**src/rtl/dcache_pkg.sv**
```systemverilog
// rtl/dcache_pkg.sv - shared encodings, state enum and address-field helpers for the data cache
package dcache_pkg;

  localparam int ADDR_BITS = 18;
  localparam logic [1:0] IO_PREFIX = 2'b11;

  typedef enum logic [1:0] {
    W_BYTE = 2'd0,
    W_HALF = 2'd1,
    W_WORD = 2'd2
  } width_e;

  typedef enum logic [1:0] {
    S_IDLE,
    S_LOOKUP,
    S_MEM_RD,
    S_MEM_WR
  } state_e;

  function automatic logic [1:0] addr_offset(input logic [ADDR_BITS-1:0] a);
    return a[1:0];
  endfunction

  function automatic logic [ADDR_BITS-1:0] addr_index(input logic [ADDR_BITS-1:0] a,
                                                      input int index_bits);
    return (a >> 2) & ((ADDR_BITS'(1) << index_bits) - ADDR_BITS'(1));
  endfunction

  function automatic logic [ADDR_BITS-1:0] addr_tag(input logic [ADDR_BITS-1:0] a,
                                                    input int index_bits);
    return a >> (index_bits + 2);
  endfunction

  function automatic logic is_io(input logic [ADDR_BITS-1:0] a);
    return a[ADDR_BITS-1 -: 2] == IO_PREFIX;
  endfunction

  // Illegal width 3 is treated as a word access.
  function automatic logic [2:0] width_bytes(input logic [1:0] w);
    case (w)
      W_BYTE:  return 3'd1;
      W_HALF:  return 3'd2;
      default: return 3'd4;
    endcase
  endfunction

endpackage

```
**src/rtl/dcache_align.sv**
```systemverilog
// rtl/dcache_align.sv - byte/half extraction and sign/zero extension from a 32-bit word
module dcache_align
  import dcache_pkg::*;
(
  input  logic [31:0] word,
  input  logic [1:0]  offset,
  input  logic [1:0]  width,
  input  logic        sign_ext,
  output logic [31:0] result
);

  logic [7:0]  byte_sel;
  logic [15:0] half_sel;

  always_comb begin
    byte_sel = word[{offset, 3'b000} +: 8];
    half_sel = offset[1] ? word[31:16] : word[15:0];
    case (width)
      W_BYTE:  result = {{24{sign_ext & byte_sel[7]}}, byte_sel};
      W_HALF:  result = {{16{sign_ext & half_sel[15]}}, half_sel};
      default: result = word;
    endcase
  end

endmodule

```
**src/rtl/dcache.sv**
```systemverilog
// rtl/dcache.sv - direct-mapped write-through, no-write-allocate data cache with I/O bypass
module dcache
  import dcache_pkg::*;
#(
  parameter int INDEX_BITS = 5
) (
  input  logic        clk,
  input  logic        rst,
  input  logic        rw_en,
  input  logic        write_mode,
  input  logic [1:0]  width,
  input  logic        sign_ext,
  input  logic [17:0] addr,
  input  logic [31:0] value,
  output logic        idle,
  output logic        rw_feedback_en,
  output logic [31:0] load_val,
  output logic        mem_req,
  output logic        mem_wr,
  output logic [17:0] mem_addr,
  output logic [7:0]  mem_dout,
  input  logic        mem_gnt,
  input  logic [7:0]  mem_din
);

  localparam int LINES = 1 << INDEX_BITS;
  localparam int TAG_W = ADDR_BITS - 2 - INDEX_BITS;

  state_e      state_q, state_d;
  logic        req_wr_q, req_wr_d;
  logic [1:0]  req_width_q, req_width_d;
  logic        req_sext_q, req_sext_d;
  logic [17:0] req_addr_q, req_addr_d;
  logic [31:0] req_value_q, req_value_d;
  logic [1:0]  issue_cnt_q, issue_cnt_d;
  logic [1:0]  recv_cnt_q, recv_cnt_d;
  logic        issue_done_q, issue_done_d;
  logic        rd_pending_q, rd_pending_d;
  logic [31:0] asm_q, asm_d;
  logic [LINES-1:0] valid_q, valid_d;
  logic        fb_q, fb_d;
  logic [31:0] load_val_q, load_val_d;

  logic [31:0]      data_mem [LINES];
  logic [TAG_W-1:0] tag_mem  [LINES];

  logic [INDEX_BITS-1:0] req_idx;
  logic [TAG_W-1:0]      req_tag;
  logic        req_io, fill_mode, hit;
  logic [2:0]  req_nbytes;
  logic [1:0]  last_cnt, recv_pos, merge_pos;
  logic [17:0] base_addr;
  logic [31:0] line_word, store_merged, align_in, align_out, data_wdata;
  logic        data_we, tag_we;

  assign req_idx    = INDEX_BITS'(addr_index(req_addr_q, INDEX_BITS));
  assign req_tag    = TAG_W'(addr_tag(req_addr_q, INDEX_BITS));
  assign req_io     = is_io(req_addr_q);
  // Cacheable load misses always fetch the full line starting at offset 0.
  assign fill_mode  = !req_wr_q && !req_io;
  assign req_nbytes = fill_mode ? 3'd4 : width_bytes(req_width_q);
  assign last_cnt   = 2'(req_nbytes - 3'd1);
  assign base_addr  = fill_mode ? {req_addr_q[17:2], 2'b00} : req_addr_q;
  assign recv_pos   = base_addr[1:0] + recv_cnt_q;
  assign line_word  = data_mem[req_idx];
  assign hit        = valid_q[req_idx] && (tag_mem[req_idx] == req_tag) && !req_io;

  assign idle           = (state_q == S_IDLE);
  assign rw_feedback_en = fb_q;
  assign load_val       = load_val_q;

  dcache_align u_align (
    .word     (align_in),
    .offset   (req_addr_q[1:0]),
    .width    (req_width_q),
    .sign_ext (req_sext_q),
    .result   (align_out)
  );

  always_comb begin
    store_merged = line_word;
    merge_pos    = 2'd0;
    for (int k = 0; k < 4; k++) begin
      merge_pos = addr_offset(req_addr_q) + 2'(k);
      if (3'(k) < req_nbytes) begin
        store_merged[{merge_pos, 3'b000} +: 8] = req_value_q[8*k +: 8];
      end
    end
  end

  // Bytes land at their in-word position so one extraction path serves fills and I/O loads.
  always_comb begin
    asm_d = asm_q;
    if (rd_pending_q) begin
      asm_d[{recv_pos, 3'b000} +: 8] = mem_din;
    end
  end

  always_comb begin
    state_d      = state_q;
    req_wr_d     = req_wr_q;
    req_width_d  = req_width_q;
    req_sext_d   = req_sext_q;
    req_addr_d   = req_addr_q;
    req_value_d  = req_value_q;
    issue_cnt_d  = issue_cnt_q;
    recv_cnt_d   = recv_cnt_q;
    issue_done_d = issue_done_q;
    rd_pending_d = 1'b0;
    valid_d      = valid_q;
    fb_d         = 1'b0;
    load_val_d   = 32'd0;
    mem_req      = 1'b0;
    mem_wr       = 1'b0;
    mem_addr     = 18'd0;
    mem_dout     = 8'd0;
    data_we      = 1'b0;
    data_wdata   = store_merged;
    tag_we       = 1'b0;
    align_in     = asm_d;

    case (state_q)
      S_IDLE: begin
        issue_cnt_d  = 2'd0;
        recv_cnt_d   = 2'd0;
        issue_done_d = 1'b0;
        if (rw_en) begin
          req_wr_d    = write_mode;
          req_width_d = width;
          req_sext_d  = sign_ext;
          req_addr_d  = addr;
          req_value_d = value;
          state_d     = S_LOOKUP;
        end
      end
      S_LOOKUP: begin
        align_in = line_word;
        if (req_wr_d) begin
          data_we = hit;
          state_d = S_MEM_WR;
        end else if (hit) begin
          fb_d       = 1'b1;
          load_val_d = align_out;
          state_d    = S_IDLE;
        end else begin
          state_d = S_MEM_RD;
        end
      end
      S_MEM_RD: begin
        mem_req  = !issue_done_q;
        mem_addr = base_addr + 18'(issue_cnt_q);
        if (mem_req && mem_gnt) begin
          issue_cnt_d  = issue_cnt_q + 2'd1;
          rd_pending_d = 1'b1;
          if (issue_cnt_q == last_cnt) begin
            issue_done_d = 1'b1;
          end
        end
        if (rd_pending_q) begin
          recv_cnt_d = recv_cnt_q + 2'd1;
          if (recv_cnt_q == last_cnt) begin
            fb_d       = 1'b1;
            load_val_d = align_out;
            state_d    = S_IDLE;
            if (fill_mode) begin
              data_we          = 1'b1;
              data_wdata       = asm_d;
              tag_we           = 1'b1;
              valid_d[req_idx] = 1'b1;
            end
          end
        end
      end
      S_MEM_WR: begin
        mem_req  = 1'b1;
        mem_wr   = 1'b1;
        mem_addr = req_addr_q + 18'(issue_cnt_q);
        mem_dout = req_value_q[{issue_cnt_q, 3'b000} +: 8];
        if (mem_gnt) begin
          issue_cnt_d = issue_cnt_q + 2'd1;
          if (issue_cnt_q == last_cnt) begin
            fb_d    = 1'b1;
            state_d = S_IDLE;
          end
        end
      end
      default: state_d = S_IDLE;
    endcase
  end

  always_ff @(posedge clk) begin
    if (rst) begin
      state_q      <= S_IDLE;
      req_wr_q     <= 1'b0;
      req_width_q  <= 2'd0;
      req_sext_q   <= 1'b0;
      req_addr_q   <= 18'd0;
      req_value_q  <= 32'd0;
      issue_cnt_q  <= 2'd0;
      recv_cnt_q   <= 2'd0;
      issue_done_q <= 1'b0;
      rd_pending_q <= 1'b0;
      asm_q        <= 32'd0;
      valid_q      <= '0;
      fb_q         <= 1'b0;
      load_val_q   <= 32'd0;
    end else begin
      state_q      <= state_d;
      req_wr_q     <= req_wr_d;
      req_width_q  <= req_width_d;
      req_sext_q   <= req_sext_d;
      req_addr_q   <= req_addr_d;
      req_value_q  <= req_value_d;
      issue_cnt_q  <= issue_cnt_d;
      recv_cnt_q   <= recv_cnt_d;
      issue_done_q <= issue_done_d;
      rd_pending_q <= rd_pending_d;
      asm_q        <= asm_d;
      valid_q      <= valid_d;
      fb_q         <= fb_d;
      load_val_q   <= load_val_d;
    end
  end

  always_ff @(posedge clk) begin
    if (!rst && data_we) begin
      data_mem[req_idx] <= data_wdata;
    end
    if (!rst && tag_we) begin
      tag_mem[req_idx] <= req_tag;
    end
  end

  a_req_when_ready: assert property (@(posedge clk) disable iff (rst)
      rw_en |-> (idle || rw_feedback_en))
    else $fatal(1, "dcache: rw_en raised while a request is in flight");

endmodule

```
**config.mk**
```make
export PLATFORM = sky130hd
export DESIGN_NAME = dcache
export DESIGN_NICKNAME = d
export VERILOG_FILES = /design/src/rtl/dcache_pkg.sv /design/src/rtl/dcache_align.sv /design/src/rtl/dcache.sv
export SDC_FILE = /design/constraint.sdc
export NUM_CORES = 2
export LEC_CHECK = 0
export CAP_MARGIN = 10
export CORE_AREA = 2 2 396 398
export CTS_BUF_LIST = sky130_fd_sc_hd__clkbuf_2
export CTS_CLUSTER_DIAMETER = 100
export DETAILED_ROUTE_END_ITERATION = 12
export DIE_AREA = 0 0 398 400
export PLACE_DENSITY = 0.54
export SYNTH_ARGS = -nofsm -noshare
export SYNTH_HDL_FRONTEND = slang
export SYNTH_SLANG_ARGS = --single-unit
```
**constraint.sdc**
```tcl
create_clock -name clk -period 8.2 [get_ports clk]
set_input_delay 2.05 -clock clk [delete_from_list [all_inputs] [get_ports clk]]
set_output_delay 2.05 -clock clk [all_outputs]
set_load 0.005 [all_outputs]
```
Word-level counts from Yosys, hierarchy flattened. Memories as Yosys holds them, arrays and structs flattened. A register that Yosys moved wholly into a read port is not among the register bits. Index checks and enable logic that the tools add are counted.

Register bits: 159. Memory bits (writable): 1376. Output and inout port bits: 62. Word-level logic and storage cells: 160. Memories: 2.

Memories: data_mem (words 32, width 32, read ports 1, clocked after Yosys merged registers in 1, wr ports 1, line dcache.sv:44) `logic [31:0] data_mem [LINES];`; tag_mem (words 32, width 11, read ports 1, clocked after Yosys merged registers in 1, wr ports 1, line dcache.sv:45) `logic [TAG_W-1:0] tag_mem [LINES];`.

Add/sub/neg operators: 14. Order comparisons: 6. Equality and inequality tests: 15. Shift-type cells: 12. Multiplexer cells: 71. Bitwise gates (word level): 4. Reduce and logical (&&, ||, !) cells: 22.

Operators by type and width (number): $mux 32 (14); $bwmux 32 (5); $shift 8x7->32 const A (5); $shiftx 8x7->32 (5); $pmux 32 s2 (2); $shiftx 32x6->8 (2); $add 18x2->18 (2); $pmux 18 s2 (1); $neg 5->7 (5); $or 32x32->32 (1); $mux 2 (11); $mux 1 (21); $mux 5 (4); $mux 16 (1); $ne 2x2->1 const B (7); $eq 11x11->1 (1); $mux 8 (1); $pmux 2 s4 (1); $logic_and 1x1->1 (7); $add 2x1->2 const B (3); $eq 2x2->1 const B (3); $lt 1x3->1 const A (2); $lt 2x3->1 const A (2); $lt 5x6->1 const B (1); 25 further kinds (37).

Logic depth before layout (Yosys ltp).
Word-level depth: 16. Mapped depth: 17. Gate-level depth less buffers: 15.

Cells and area by module. Synthesis repeated with hierarchy kept, for this count alone.

Cells, all modules: 3595. Area total of the unflattened synthesis: 62746.4 sq um.

Modules (own cells, without submodules): dcache (times used 1, cells an instance 3462, area an instance 62064.5 sq um, seq. area each 44602.8 sq um); dcache_align (times used 1, cells an instance 133, area an instance 681.9 sq um, seq. area each 0.0 sq um).

Worst setup path before layout. No wires, ideal clock.

Path kind: reg-to-reg. Start point: register req_addr_q[16]. End point: memory data_mem[16][0], enable pin. Arrival: 5.437 ns. Data required time: 7.739 ns. Path slack: 2.302 ns. Cell stages (with the launch flop): 13. Path buffers: 2. Cells stage by stage: dfxtp_1 > buf_2 > a21oi_1 > nor3_1 > inv_1 > ha_1 > xor2_1 > nor2_1 > nand3_1 > nor2_1 > a41oi_4 > buf_6 > nor3_1.

Word-level cells in the longest chain between the ends: 12. Elaborated cells between the ends (all ways): 17.

Ends and longest elaborated chain: start: declaration (line dcache.sv:33) `logic [17:0] req_addr_q, req_addr_d;`; start signal: assignment (line dcache.sv:212) `req_addr_q <= req_addr_d;`; $eq 2x2->1 (line dcache_pkg.sv:35) `return a[ADDR_BITS-1 -: 2] == IO_PREFIX;`; $logic_not 1->1 (line dcache.sv:60, dcache.sv:66); $logic_and 1x1->1 (line dcache.sv:60) `assign fill_mode = !req_wr_q && !req_io;`; $mux 3 (line dcache.sv:61) `assign req_nbytes = fill_mode ? 3'd4 : width_bytes(req_width_q);`; $sub 2x1->2 (line dcache.sv:62) `assign last_cnt = 2'(req_nbytes - 3'd1);`; $eq 2x2->1 (line dcache.sv:161) `if (recv_cnt_q == last_cnt) begin`; $mux 1 (line dcache.sv:161); $mux 1 (line dcache.sv:159) `if (rd_pending_q) begin`; $pmux 1 s2 (*) (line dcache.sv:122) `case (state_q)`; $logic_and 1x1->1 (*) (line dcache.sv:226) `if (!rst && data_we) begin`; $mux 1 (*) (line dcache.sv:226); $mux 1 (not written as such) (*) (line dcache.sv:227) `data_mem[req_idx] <= data_wdata;`; end: declaration (line dcache.sv:44).

Every way passes the cells marked *; elsewhere a longest branch is shown, timed or not.

Worst setup path after layout.
Start point: register state_q[0]. End point: output port mem_addr[14].

Word-level cells in the longest chain between the ends: 2. Elaborated cells between the ends (all ways): 3.

Ends and longest elaborated chain: start: declaration (line dcache.sv:29) `state_e state_q, state_d;`; start signal: assignment (line dcache.sv:208) `state_q <= state_d;`; $eq 2x2->1 (line dcache.sv:122); $pmux 18 s2 (*) (line dcache.sv:122); end: declaration (line dcache.sv:20) `output logic [17:0] mem_addr,`.

Marked as above.

==> results.md <==
* Pwr per Cell Area at 233 mW/mm²
* Post-synth top cells: edfxtp_1 (1376), mux2i_1 (385), nand2_1 (234)
* Slew at the pin closest to its max-slew limit at 1270 ps
* R2R Path Start: req_wr_q
* Layout area overhead at 11.8%
* Worst Path Max Fanout at 14
* Hold Slack at 466 ps
* Top cell type's share of synthesized area at 0.654
* H-tree depth at 5
* Count leader, synth: edfxtp_1
* Synth Area per Inst at 16.2 µm²
* Hold wc startpoint: valid_q[30]
* Chip width at 398 µm
* Initial core utilization at 0.407
* Post-synth EDFFs at 1376
* Crit path capture type: primary output
* # IOs at 128
* Synth Register Bits at 1540
* Clk sinks at 1540
* Ys flop type: edfxtp_1
* Post-DRT Antenna Nets at 0
* First drt pass iteration count at 6
* FF-to-FF End: tag_mem[3][8]
* Post-synth cell types at 80
* DRC at 0
* Period minus WS final at 7120 ps
* Leading area contributor after synthesis: edfxtp_1
* Critical path class: register to primary output
* Total CTS buffers at 399
* Pins Over Slew Limit at 0
* Hold-fix buffers, CTS at 0
* Power Total at 16.4 mW
* Max Freq at 140 MHz
* Max capacitance violation total at 0
* Layout cells sized above 1 at 0.222
* CTS Buffer Depth at 4
* Tcrit/Tclk final at 0.868
* Number of fill cells at 13800
* Root Buffer: clkbuf_2
* Initial antenna violation count at 11
* TritonCTS clock tree: yes
* Relative slew slack at 0.154
* FP Rows at 145
* DP HPWL at 118000 µm
* Met1 usage at 0.327
* R2r setup slk at 1950 ps
* Syn nets at 3982
* Die height at 400 µm
* Busiest grt layer: met2
* Hold Crit Class: register to register
* Post-CTS Resized at 0
* Drt first-iter violations at 4152
* Met2 usage at 0.399
* R2R depth at 11
* Post-layout util at 0.455
* Cells after Synth at 3896
* Vias in the first global route at 38200
* CP Launch Type: register
* Drt total wl at 199000 µm
* Grt total ovfl at 0
* Worst vdd ir at 0.117 mV
* Nets at 4385
* Main area contributors after synthesis: edfxtp_1 (65%), mux4_2 (6.6%), mux2i_1 (6.1%), dfxtp_1 (5.2%), a22oi_1 (2.2%)
* Vias at 38500
* Largest net degree at the start of global routing at 108
* Yosys warning count at 0
* Die area at 0.159 mm²
* Worst-path clk slew at 100 ps
* Hold depth at 1
* Clock skew at 170 ps
* Buffers on Ports at 127
* Leak pwr at 22.7 nW
* GPL Wtd Cong at 0.936
* Hold EP: valid_q[30]
* First-pass GRT wire length at 281000 µm
* Status: completed
* Post-Syn Area at 0.0632 mm²
* Worst-Skew Late Latency at 1770 ps
* M3 GR Usage at 0.0570
* Setup violators final at 0
* Register area share after synthesis at 0.706
* Core area at 0.155 mm²
* Setup TNS at 0 ps
* Postcts setup bufs at 0
* Arrival @ worst endpoint at 5070 ps
* Post-synthesis async set-or-reset flop share at 0
* DR vias/cell at 5.81
* Worst path required time at 6150 ps
* Final Hold Viols at 0
* Drt wl/cell at 30.0 µm
* RSZ-0062 raised after global routing: false
* GR Util All Layers at 0.249
flip-flops by register name (all words and copies together), names as in the netlist, 2 cells and up, named ones only:
| name | flops |
|---|---|
| data_mem | 1024 |
| tag_mem | 352 |
| asm_q | 32 |
| load_val | 32 |
| req_value_q | 32 |
| valid_q | 32 |
| req_addr_q | 18 |
| issue_cnt_q | 2 |
| recv_cnt_q | 2 |
| req_width_q | 2 |
| state_q | 2 |
cells in the final DEF, fill, tap and decap left out, types with 76 or more instances in the layout:
cell type	synthesis	final
dfxtp_1	164	159
buf_4	30	130
mux4_2	185	185
clkbuf_2	0	568
nand2_1	234	233
mux2i_1	385	385
clkinv_1	2	76
a221oi_1	87	81
nand3_1	93	93
edfxtp_1	1376	1376
clkdlybuf4s50_1	0	126
a21oi_1	168	162
a22oi_1	186	182
nor2_1	179	175
critical path, cell delays in order, from the launching register on:
cell             delay (ps)
dfxtp_1                 430
ha_1                    510
inv_1                   170
a21oi_1                 210
ha_1                    200
inv_1                    60
fa_1                    460
nor2_1                  380
nand3_1                 170
xor2_1                  180
nor2_1                  120
clkdlybuf4s50_1         520
cell type report:
| type | instances | area (µm²) | share of cell area |
|---|---|---|---|
| multi-input cells | 2067 | 17600 | 0.249 |
| diodes | 14 | 35.0 | 0.000496 |
| inverters | 24 | 90.1 | 0.00128 |
| clock buffers | 568 | 2840 | 0.0403 |
| clock inverters | 92 | 413 | 0.00585 |
| well taps | 2058 | 2570 | 0.0365 |
| repair buffers | 267 | 2430 | 0.0344 |
| flip-flops and latches | 1540 | 44600 | 0.632 |
worst max-delay path by stage:
stage | to | slack [ps] | from | cells past startpoint
3_3_place_gp | tag_mem[3][9] | 2340 | req_wr_q | 11
4_1_cts | mem_addr[14] | 850 | state_q[0] | 11
5_1_grt | mem_addr[14] | 690 | state_q[0] | 11
2_1_floorplan | data_mem[16][0] | 2300 | req_addr_q[16] | 12
6_report | mem_addr[14] | 1080 | state_q[0] | 11
3_5_place_dp | tag_mem[11][8] | 2200 | req_wr_q | 11
logic make-up (layout without fill, tap and decap cells):
logic type,count (synthesis),in the layout,synth area share
fa+ha+maj,20,20,0.00408
xor+xnor,34,34,0.00472
simple gates,739,739,0.0563
flops,1540,1540,0.706
mux,580,580,0.129
other cells,0,14,0
buf+inv,289,951,0.0225
compound gates,694,694,0.0772
layer usage:
layer / up-vias / share of wire
met5: - / 0.000065
met4: 2 / 0.036
met3: 365 / 0.077
met2: 1749 / 0.48
met1: 19800 / 0.41
li1: 16600 / -
where the power goes:
group	internal, mW	switching [mW]	leakage, nW
combinational	0.717	1.71	6.22
sequential	8.96	0.107	13.9
clock	1.89	3.05	2.56
total	11.6	4.87	22.7
metrics by stage:
| step | instance area, µm² | setup slack (ps) | instances |
|---|---|---|---|
| after floorplan | 63200 | 2300 | 3896 |
| final | 70600 | 1080 | 6630 |
| after global routing | 70600 | 694 | 6628 |
| after CTS | 70500 | 850 | 6612 |
| after detailed placement | 67300 | 2200 | 5952 |
| after global placement | 67300 | 2340 | 5951 |
Power figures use the tool's default switching activity.
